==> src/rtl/dr_shift_bank.sv <==
// dr_shift_bank
//   Bank of four JTAG data registers (bypass, IDCODE, boundary scan, BIST)
//   feeding the DR select mux. Capture/shift/update strobes from the TAP
//   controller act only on the register chosen by DR_Sel. When strobes
//   overlap on an edge, only the highest-priority one acts:
//   capture > shift > update.
//
// Ports
//   TCK          test clock, rising-edge active
//   Reset        asynchronous active-high reset
//   TDI          serial data in
//   DR_Sel       00 bypass, 01 IDCODE, 10 boundary scan, 11 BIST
//   Capture_DR   capture strobe (one TCK)
//   Shift_DR     shift enable (level)
//   Update_DR    update strobe (one TCK)
//   BS_pin_in    parallel pin values captured into the BS DR
//   BIST_status  parallel status captured into the BIST DR
//   BP_reg       bypass DR serial out
//   ID_reg       IDCODE DR serial out (bit 0)
//   BS_reg       BS DR serial out (bit 0)
//   BIST_reg     BIST DR serial out (bit 0)
//   BS_update    BS update latch
//   BIST_ctrl    BIST update latch
module dr_shift_bank #(
  parameter logic [31:0] IDCODE   = 32'h1234_5093,
  parameter int          BS_LEN   = 8,
  parameter int          BIST_LEN = 8
) (
  input  logic                TCK,
  input  logic                Reset,
  input  logic                TDI,
  input  logic [1:0]          DR_Sel,
  input  logic                Capture_DR,
  input  logic                Shift_DR,
  input  logic                Update_DR,
  input  logic [BS_LEN-1:0]   BS_pin_in,
  input  logic [BIST_LEN-1:0] BIST_status,
  output logic                BP_reg,
  output logic                ID_reg,
  output logic                BS_reg,
  output logic                BIST_reg,
  output logic [BS_LEN-1:0]   BS_update,
  output logic [BIST_LEN-1:0] BIST_ctrl
);

  localparam logic [1:0] SEL_BP   = 2'b00;
  localparam logic [1:0] SEL_ID   = 2'b01;
  localparam logic [1:0] SEL_BS   = 2'b10;
  localparam logic [1:0] SEL_BIST = 2'b11;

  logic                bp_q;
  logic [31:0]         id_q;
  logic [BS_LEN-1:0]   bs_q;
  logic [BIST_LEN-1:0] bist_q;

  always_ff @(posedge TCK or posedge Reset) begin
    if (Reset) begin
      bp_q      <= 1'b0;
      id_q      <= IDCODE;
      bs_q      <= '0;
      bist_q    <= '0;
      BS_update <= '0;
      BIST_ctrl <= '0;
    end else if (Capture_DR) begin
      case (DR_Sel)
        SEL_BP:   bp_q   <= 1'b0;
        SEL_ID:   id_q   <= IDCODE;
        SEL_BS:   bs_q   <= BS_pin_in;
        SEL_BIST: bist_q <= BIST_status;
        default:  ;
      endcase
    end else if (Shift_DR) begin
      // LSB-first: TDI enters at the MSB, serial out is bit 0
      case (DR_Sel)
        SEL_BP:   bp_q   <= TDI;
        SEL_ID:   id_q   <= {TDI, id_q[31:1]};
        SEL_BS:   bs_q   <= {TDI, bs_q[BS_LEN-1:1]};
        SEL_BIST: bist_q <= {TDI, bist_q[BIST_LEN-1:1]};
        default:  ;
      endcase
    end else if (Update_DR) begin
      // bypass and IDCODE have no update latch
      case (DR_Sel)
        SEL_BS:   BS_update <= bs_q;
        SEL_BIST: BIST_ctrl <= bist_q;
        default:  ;
      endcase
    end
  end

  // All serial outputs come straight from flops
  assign BP_reg   = bp_q;
  assign ID_reg   = id_q[0];
  assign BS_reg   = bs_q[0];
  assign BIST_reg = bist_q[0];

endmodule

==> config.mk <==
export PLATFORM = sky130hd
export DESIGN_NAME = dr_shift_bank
export DESIGN_NICKNAME = d
export VERILOG_FILES = /design/src/rtl/dr_shift_bank.sv
export SDC_FILE = /design/constraint.sdc
export NUM_CORES = 1
export LEC_CHECK = 0
export ABC_AREA = 1
export BUFFER_PORTS_ARGS = -buffer_cell sky130_fd_sc_hd__buf_2
export CAP_MARGIN = 20
export CORE_ASPECT_RATIO = 1.5
export CORE_UTILIZATION = 45
export CTS_BUF_LIST = sky130_fd_sc_hd__clkbuf_8
export DETAILED_ROUTE_END_ITERATION = 10
export PLACE_DENSITY = 0.66
export SETUP_SLACK_MARGIN = 0.3
export SLEW_MARGIN = 0
export SYNTH_ARGS = -nofsm -noshare
export SYNTH_HDL_FRONTEND = slang
export SYNTH_SLANG_ARGS = --single-unit
export TNS_END_PERCENT = 5
==> constraint.sdc <==
create_clock -name TCK -period 2.71 [get_ports TCK]
set_input_delay 0.1355 -clock TCK [delete_from_list [all_inputs] [get_ports TCK]]
set_output_delay 0.1355 -clock TCK [all_outputs]
set_load 0.02 [all_outputs]
==> results of run 1 <==
-- how the worst max path moves through the flow --
stage                     startpoint                        to  slack, ns
final                     Capture_DR       id_q[6]$_DFFE_PP0P_       1.22
after global routing      Capture_DR      id_q[16]$_DFFE_PP0P_       0.95
after CTS                 Capture_DR       id_q[6]$_DFFE_PP0P_       1.21
after detailed placement  Capture_DR      id_q[24]$_DFFE_PP0P_       0.86
after global placement    Capture_DR      id_q[22]$_DFFE_PP0P_       0.93
after floorplan                Reset  BIST_ctrl[0]$_DFFE_PP0P_       0.97
-- area by class of cell --
type,instances,area [sq um],area share (%)
well taps,72,90.1,2.74
clock buffers,11,151,4.60
clock inverters,5,71.3,2.17
multi-input cells,252,1050,31.9
inverters,9,33.8,1.03
flip-flops and latches,65,1640,49.8
repair buffers,48,255,7.75
-- worst min-delay path, delay by kind of cell --
kind          cells  cell delay [ns]
simple gates      4             0.17
buf+inv           1             0.07
-- cells in the final DEF (no fill, tap or decap), types with 2 or more instances in the layout --
cell type and n:
nor2_2 4, clkbuf_8 11, buf_2 43, o21ai_1 2, nand2_1 177, buf_4 4, nand3_1 8, nor2_1 14
nand2_2 2, bufinv_16 2, inv_2 2, dfrtp_1 54, o21ai_0 35, nand4_1 8, inv_1 10, dfstp_2 11
-- power groups by stage --
| stage | clock network (W) | registers [W] | logic [W] |
|---|---|---|---|
| 2_1_floorplan | 0 | 0.00132 | 0.000214 |
| 3_3_place_gp | 0 | 0.00127 | 0.000412 |
| 3_5_place_dp | 0 | 0.00127 | 0.000422 |
| 4_1_cts | 0.000929 | 0.00125 | 0.000424 |
| 5_1_grt | 0.000970 | 0.00127 | 0.000482 |
| 6_report | 0.000909 | 0.00125 | 0.000415 |
-- through the flow --
step | instances | util (%) | setup slack [ns] | cell area, sq um | hold WS [ns]
CTS | 462 | 56.1 | 1.21 | 3290 | 0.0694
global placement | 445 | 52.1 | 0.926 | 3060 | 0.110
floorplan | 340 | - | 0.966 | 2790 | 0.324
detailed placement | 445 | 52.1 | 0.857 | 3060 | 0.111
finish | 462 | 56.1 | 1.22 | 3290 | 0.0815
global route | 462 | 56.1 | 0.951 | 3290 | 0.0981
-- per-layer routing --
metal | vias to the layer above | global-route usage (%) | share of wire [%]
met5 | - | 0 | 0
met4 | 0 | 9.33 | 2.1
met3 | 10 | 5.79 | 3.5
met2 | 36 | 30.2 | 48
met1 | 1030 | 25.7 | 46
li1 | 1154 | - | -
-- cell families (layout without fill, tap and decap cells) --
kind of cell	Yosys count	after routing	synth area share (%)
buf+inv	23	73	3.54
simple gates	215	215	31.0
compound gates	37	37	6.64
flops	65	65	58.8
==> impl_metrics.tcl, run 1 <==
set metrics [dict create \
    status "complete, no violations" \
    slew_headroom_pct 40.3 \
    p_comb_share_pct 16.1 \
    gp_congestion 0.733 \
    nets 409 \
    slowest_stage "nand2_2" \
    synth_enable_flop_cells 0 \
    syn_avg_cell_area_sq_um 8.21 \
    grt_pass1_wl_um 9760 \
    ys_ff_latch 65 \
    syn_to_final_growth_pct 18.0 \
    drt_iter0_markers 222 \
    finalSetupTns_ns 0 \
    antenna_found_initial 0 \
    ys.warnings.count 0 \
    pwr-share-clk_pct 35.3 \
    total_leakage_power_nw 1.76 \
    io-pin-count 44 \
    vias_per_cell 4.83 \
    ctsHoldBuffers 1 \
    regMostFlops "id_q" \
    p_total_w 0.00258 \
    end_kind "flop" \
    switching_share_pct 27.9 \
    cts_setup_buffers 0 \
    start_util_pct 47.5 \
    reg2reg_from "id_q[7]$_DFFE_PP1P_" \
    antennaDiodeCount 0 \
    clkLatencyLatePin_ns 0.34 \
    synth-seq-area-share_pct 58.8 \
    required_ns 2.95 \
    crit_arrival_ns 1.72 \
    path_clk_slew_ns 0.06 \
    holdPathStages 5 \
    skew_ns 0.00598 \
    synth_area_leader_cell "dfrtp_1" \
    clockRootBuffer "clkbuf_8" \
    cts_tree "yes" \
    rsz0062_at_grt "no" \
    power.switching_w 0.000720 \
    die_area_sq_um 6530 \
    slew_violations 0 \
    ant_nets 0 \
    synth.most_common_cell "nand2_1" \
    ys_async_sr_fraction_pct 100 \
    cp_top_family "simple AND/OR/NAND/NOR gates" \
    synth.net_count 364 \
    ctsHtreeMaxLevel 3 \
    drc 0 \
    cp.depth 5 \
    row_count 34 \
    cts_buffer_depth 2 \
    r2r-end "id_q[6]$_DFFE_PP0P_" \
    synthFlopType "dfrtp_1" \
    ctsResizeCount 0 \
    finalWirelength_um 5450 \
    fmax_ghz 0.672 \
    period_minus_slack_ns 1.49 \
    drive_gt1_share_pct 20.8 \
    port_buffers 43 \
    die_width_um 66.3 \
    avgRoutedWirePerCell_um 11.8 \
    slowest_delay_ns 0.50 \
    maxCapViolCount 0 \
    drtPass1Iterations 4 \
    cts.sinks 65 \
    crit_path_start_kind "input port" \
    dp_hpwl_um 3710 \
    grt_pass1_vias 2196 \
    hold_class "in2reg" \
    hold_viol 0 \
    r2r_slack_ns 1.83 \
    worstRegToRegCells 2 \
    ys_top_cells_by_count "177 x nand2_1, 54 x dfrtp_1, 35 x o21ai_0" \
    yosys-top-cells-area "dfrtp_1 48%, nand2_1 24%, dfstp_2 10%" \
    p_int_w 0.00186 \
    overflow 0 \
    path_cells "buf_2 > inv_2 > nand2_2 > nand2_2 > o21ai_0" \
    fillers 581 \
    crit_type "in2reg" \
    numCtsBuffers 9 \
    vias 2230 \
    seq_power_share_pct 48.6 \
    synth_top_cell_area_share_pct 48.4 \
    finalCritPeriodShare_pct 54.9 \
    peakVddDrop_uv 370 \
    path_max_fanout 64 \
    critPathMostFrequentCell "nand2_2" \
    synthCells 340 \
    grt_use_total_pct 19.8 \
    min_to "bs_q[6]$_DFFE_PP0P_" \
    setup_viol 0 \
    worst_pin_slew_ns 0.892 \
    powerDensity_nw_per_um2 782 \
    largest_reg_flops 32 \
    crit_buf_inv 2 \
    worstHoldStart "BS_pin_in[6]" \
    core_area_sq_um 5870 \
    netlist_area_sq_um 2790 \
    die_h_um 98.4 \
    grt_start_max_net_pins 65 \
    ys_types 17 \
]
No activity file was read; power rests on OpenSTA's default activity.
==> run 2, diff against run 1 <==
--- a/config.mk
+++ b/config.mk
@@ -5,14 +5,14 @@
 export SDC_FILE = /design/constraint.sdc
 export NUM_CORES = 1
 export LEC_CHECK = 0
-export ABC_AREA = 1
+export ABC_AREA = 0
 export BUFFER_PORTS_ARGS = -buffer_cell sky130_fd_sc_hd__buf_2
 export CAP_MARGIN = 20
 export CORE_ASPECT_RATIO = 1.5
 export CORE_UTILIZATION = 45
 export CTS_BUF_LIST = sky130_fd_sc_hd__clkbuf_8
 export DETAILED_ROUTE_END_ITERATION = 10
-export PLACE_DENSITY = 0.66
+export PLACE_DENSITY = 0.68
 export SETUP_SLACK_MARGIN = 0.3
 export SLEW_MARGIN = 0
 export SYNTH_ARGS = -nofsm -noshare
==> constraint.sdc (replaced) <==
create_clock -name TCK -period 1.3 [get_ports TCK]
set_input_delay 0.065 -clock TCK [delete_from_list [all_inputs] [get_ports TCK]]
set_output_delay 0.065 -clock TCK [all_outputs]
set_load 0.02 [all_outputs]
==> run 2 against run 1 <==
Sequential power up 130%; non-clock buffer count up 10; global-route usage down 2.4 points; hold slack worse by 0.057 ns; count of clock-buffer cells in the layout up 2; synthesized area up 3.0%; clock skew up 0.0020 ns; power up 140%; critical path depth down 3; die area up 2.9%; core utilization up 0.74 points; critical path type is now reg2reg.
==> impl_metrics.tcl, run 2 <==
set metrics [dict create \
    status "complete, no violations" \
    clockRootBuffer "clkbuf_8" \
    p_total_w 0.00606 \
    hold_viol 0 \
    ant_nets 0 \
    ys_async_sr_fraction_pct 100 \
    grt_start_max_net_pins 43 \
    gp_congestion 0.720 \
    cts_buffer_depth 2 \
    io-pin-count 44 \
    nets 304 \
    worstSetupStartpoint "bs_q[3]$_DFFE_PP0P_" \
    ys_top_cells_by_count "54 x dfrtp_1, 42 x mux2_2, 21 x nor2_1" \
    avgRoutedWirePerCell_um 13.5 \
    syn_avg_cell_area_sq_um 12.9 \
    path_cells "mux2_2 > mux2_2" \
    dp_hpwl_um 3380 \
    slew_headroom_pct 74.0 \
    period_minus_slack_ns 1.05 \
    syn_to_final_growth_pct 22.1 \
    worst_pin_slew_ns 0.389 \
    path_max_fanout 2 \
    vias_per_cell 4.90 \
    holdPathStages 3 \
    reg2reg_from "bs_q[3]$_DFFE_PP0P_" \
    netlist_area_sq_um 2870 \
    ys.warnings.count 0 \
    slowest_stage "dfrtp_1" \
    rsz0062_at_grt "yes" \
    grt_pass1_vias 1880 \
    clkLatencyLatePin_ns 0.33 \
    finalSetupTns_ns 0 \
    drt_iter0_markers 38 \
    cts_tree "yes" \
    die_h_um 99.9 \
    fmax_ghz 0.950 \
    core_area_sq_um 6170 \
    grt_pass1_wl_um 8580 \
    start_util_pct 46.5 \
    numCtsBuffers 9 \
    worstHoldStart "BIST_status[3]" \
    finalWirelength_um 4830 \
    utilization_pct 56.8 \
    r2r-end "bs_q[2]$_DFFE_PP0P_" \
    end_kind "flop" \
    maxCapViolCount 0 \
    synth_area_leader_cell "dfrtp_1" \
    vias 1758 \
    final_cell_mix "54 x dfrtp_1, 42 x mux2_2, 42 x buf_2" \
    antennaDiodeCount 0 \
    antenna_found_initial 0 \
    path_clk_slew_ns 0.07 \
    peakVddDrop_uv 926 \
    port_buffers 43 \
    layout_commonest_cell "dfrtp_1" \
    slowest_delay_ns 0.41 \
    regMostFlops "id_q" \
    setup_viol 0 \
    synthCells 223 \
    row_count 35 \
    die_width_um 67.3 \
    grt_use_total_pct 17.4 \
    crit_type "reg2reg" \
    hold_class "in2reg" \
    synth.most_common_cell "dfrtp_1" \
    synth_enable_flop_cells 0 \
    die_area_sq_um 6720 \
    worstRegToRegCells 2 \
    synthFlopType "dfrtp_1" \
    ctsHtreeMaxLevel 3 \
    required_ns 1.52 \
    finalCritPeriodShare_pct 81.0 \
    crit_path_start_kind "flop" \
    synth_top_cell_area_share_pct 47.0 \
    min_to "bist_q[3]$_DFFE_PP0P_" \
    slew_violations 0 \
    overflow 0 \
    synth-seq-area-share_pct 57.1 \
    ys_types 23 \
    synth.net_count 247 \
    total_leakage_power_nw 1.74 \
    skew_ns 0.00800 \
    ys_ff_latch 65 \
    r2r_slack_ns 0.25 \
    critPathMostFrequentCell "mux2_2" \
    powerDensity_nw_per_um2 1730 \
    crit_arrival_ns 1.27 \
    cts.sinks 65 \
    drc 0 \
    yosys-top-cells-area "dfrtp_1 47%, mux2_2 16%, dfstp_2 10%" \
    largest_reg_flops 32 \
    drive_gt1_share_pct 48.1 \
    drtPass1Iterations 4 \
]
==> run 2: cell types whose count changed in the layout (fill, tap and decap cells not counted), sizes merged, moves of 10 or more <==
cell,change
mux2,+50
nor2b,+14
nand2,-170
buf,+10
o21ai,-26
mux2i,+19
==> run 2: cells by family (layout without fill, tap and decap cells) <==
kind of cell | Yosys count | after routing | synth area share, %
mux | 69 | 69 | 27.3
flops | 65 | 65 | 57.1
simple gates | 49 | 49 | 8.75
buf+inv | 25 | 87 | 4.18
compound gates | 15 | 15 | 2.74
==> run 2: timing repair <==
action | in CTS | in global routing
setup endpoints to repair | 8 | 23
cloned | 0 | 0
hold buffers | 1 | 0
gates resized for setup | 2 | 0
endpoints found under the hold margin | 14 | 0
setup buffers | 1 | 0
==> run 2: final cells by class <==
cell class	count	area, sq um
clock buffer	13	179
clock inverter	3	38.8
fill	511	2670
inverter	13	52.6
multi-input combinational	133	1120
sequential	65	1640
tap	74	92.6
timing repair buffer	58	387
==> run 2: report_power, final <==
part / internal, W / switching, W / total, W
sequential: 0.00259 / 0.000268 / 0.00286
clock: 0.00109 / 0.000726 / 0.00181
combinational: 0.000714 / 0.000680 / 0.00139
total: 0.00439 / 0.00167 / 0.00606
==> run 2: routing by layer <==
metal	global-route usage [%]	part of all wire, %	vias up
li1	-	-	863
met1	21.1	43	854
met2	28.1	52	33
met3	3.86	3.2	8
met4	9.82	1.8	0
met5	0	0	-
==> run 2: worst max path at each step <==
stage / to
final: bs_q[2]$_DFFE_PP0P_
after global routing: ID_reg
after CTS: ID_reg
after detailed placement: BIST_ctrl[5]$_DFFE_PP0P_
after global placement: BIST_ctrl[0]$_DFFE_PP0P_
after floorplan: id_q[10]$_DFFE_PP0P_
==> run 2: stage by stage <==
step           hold WS, ns  area [sq um]  std cells  worst slack (ns)
2_1_floorplan        0.199          2880        223            0.0782
5_1_grt             0.0104          3510        359             0.211
3_5_place_dp        0.0809          3270        341           -0.0668
6_report            0.0243          3510        359             0.247
3_3_place_gp        0.0899          3270        341           -0.0452
4_1_cts             0.0122          3510        359             0.234
==> run 2: critical path, delay by kind of cell (launching register included) <==
family,cells,cell delay (ns)
multiplexers,2,0.54
flip-flops,1,0.41
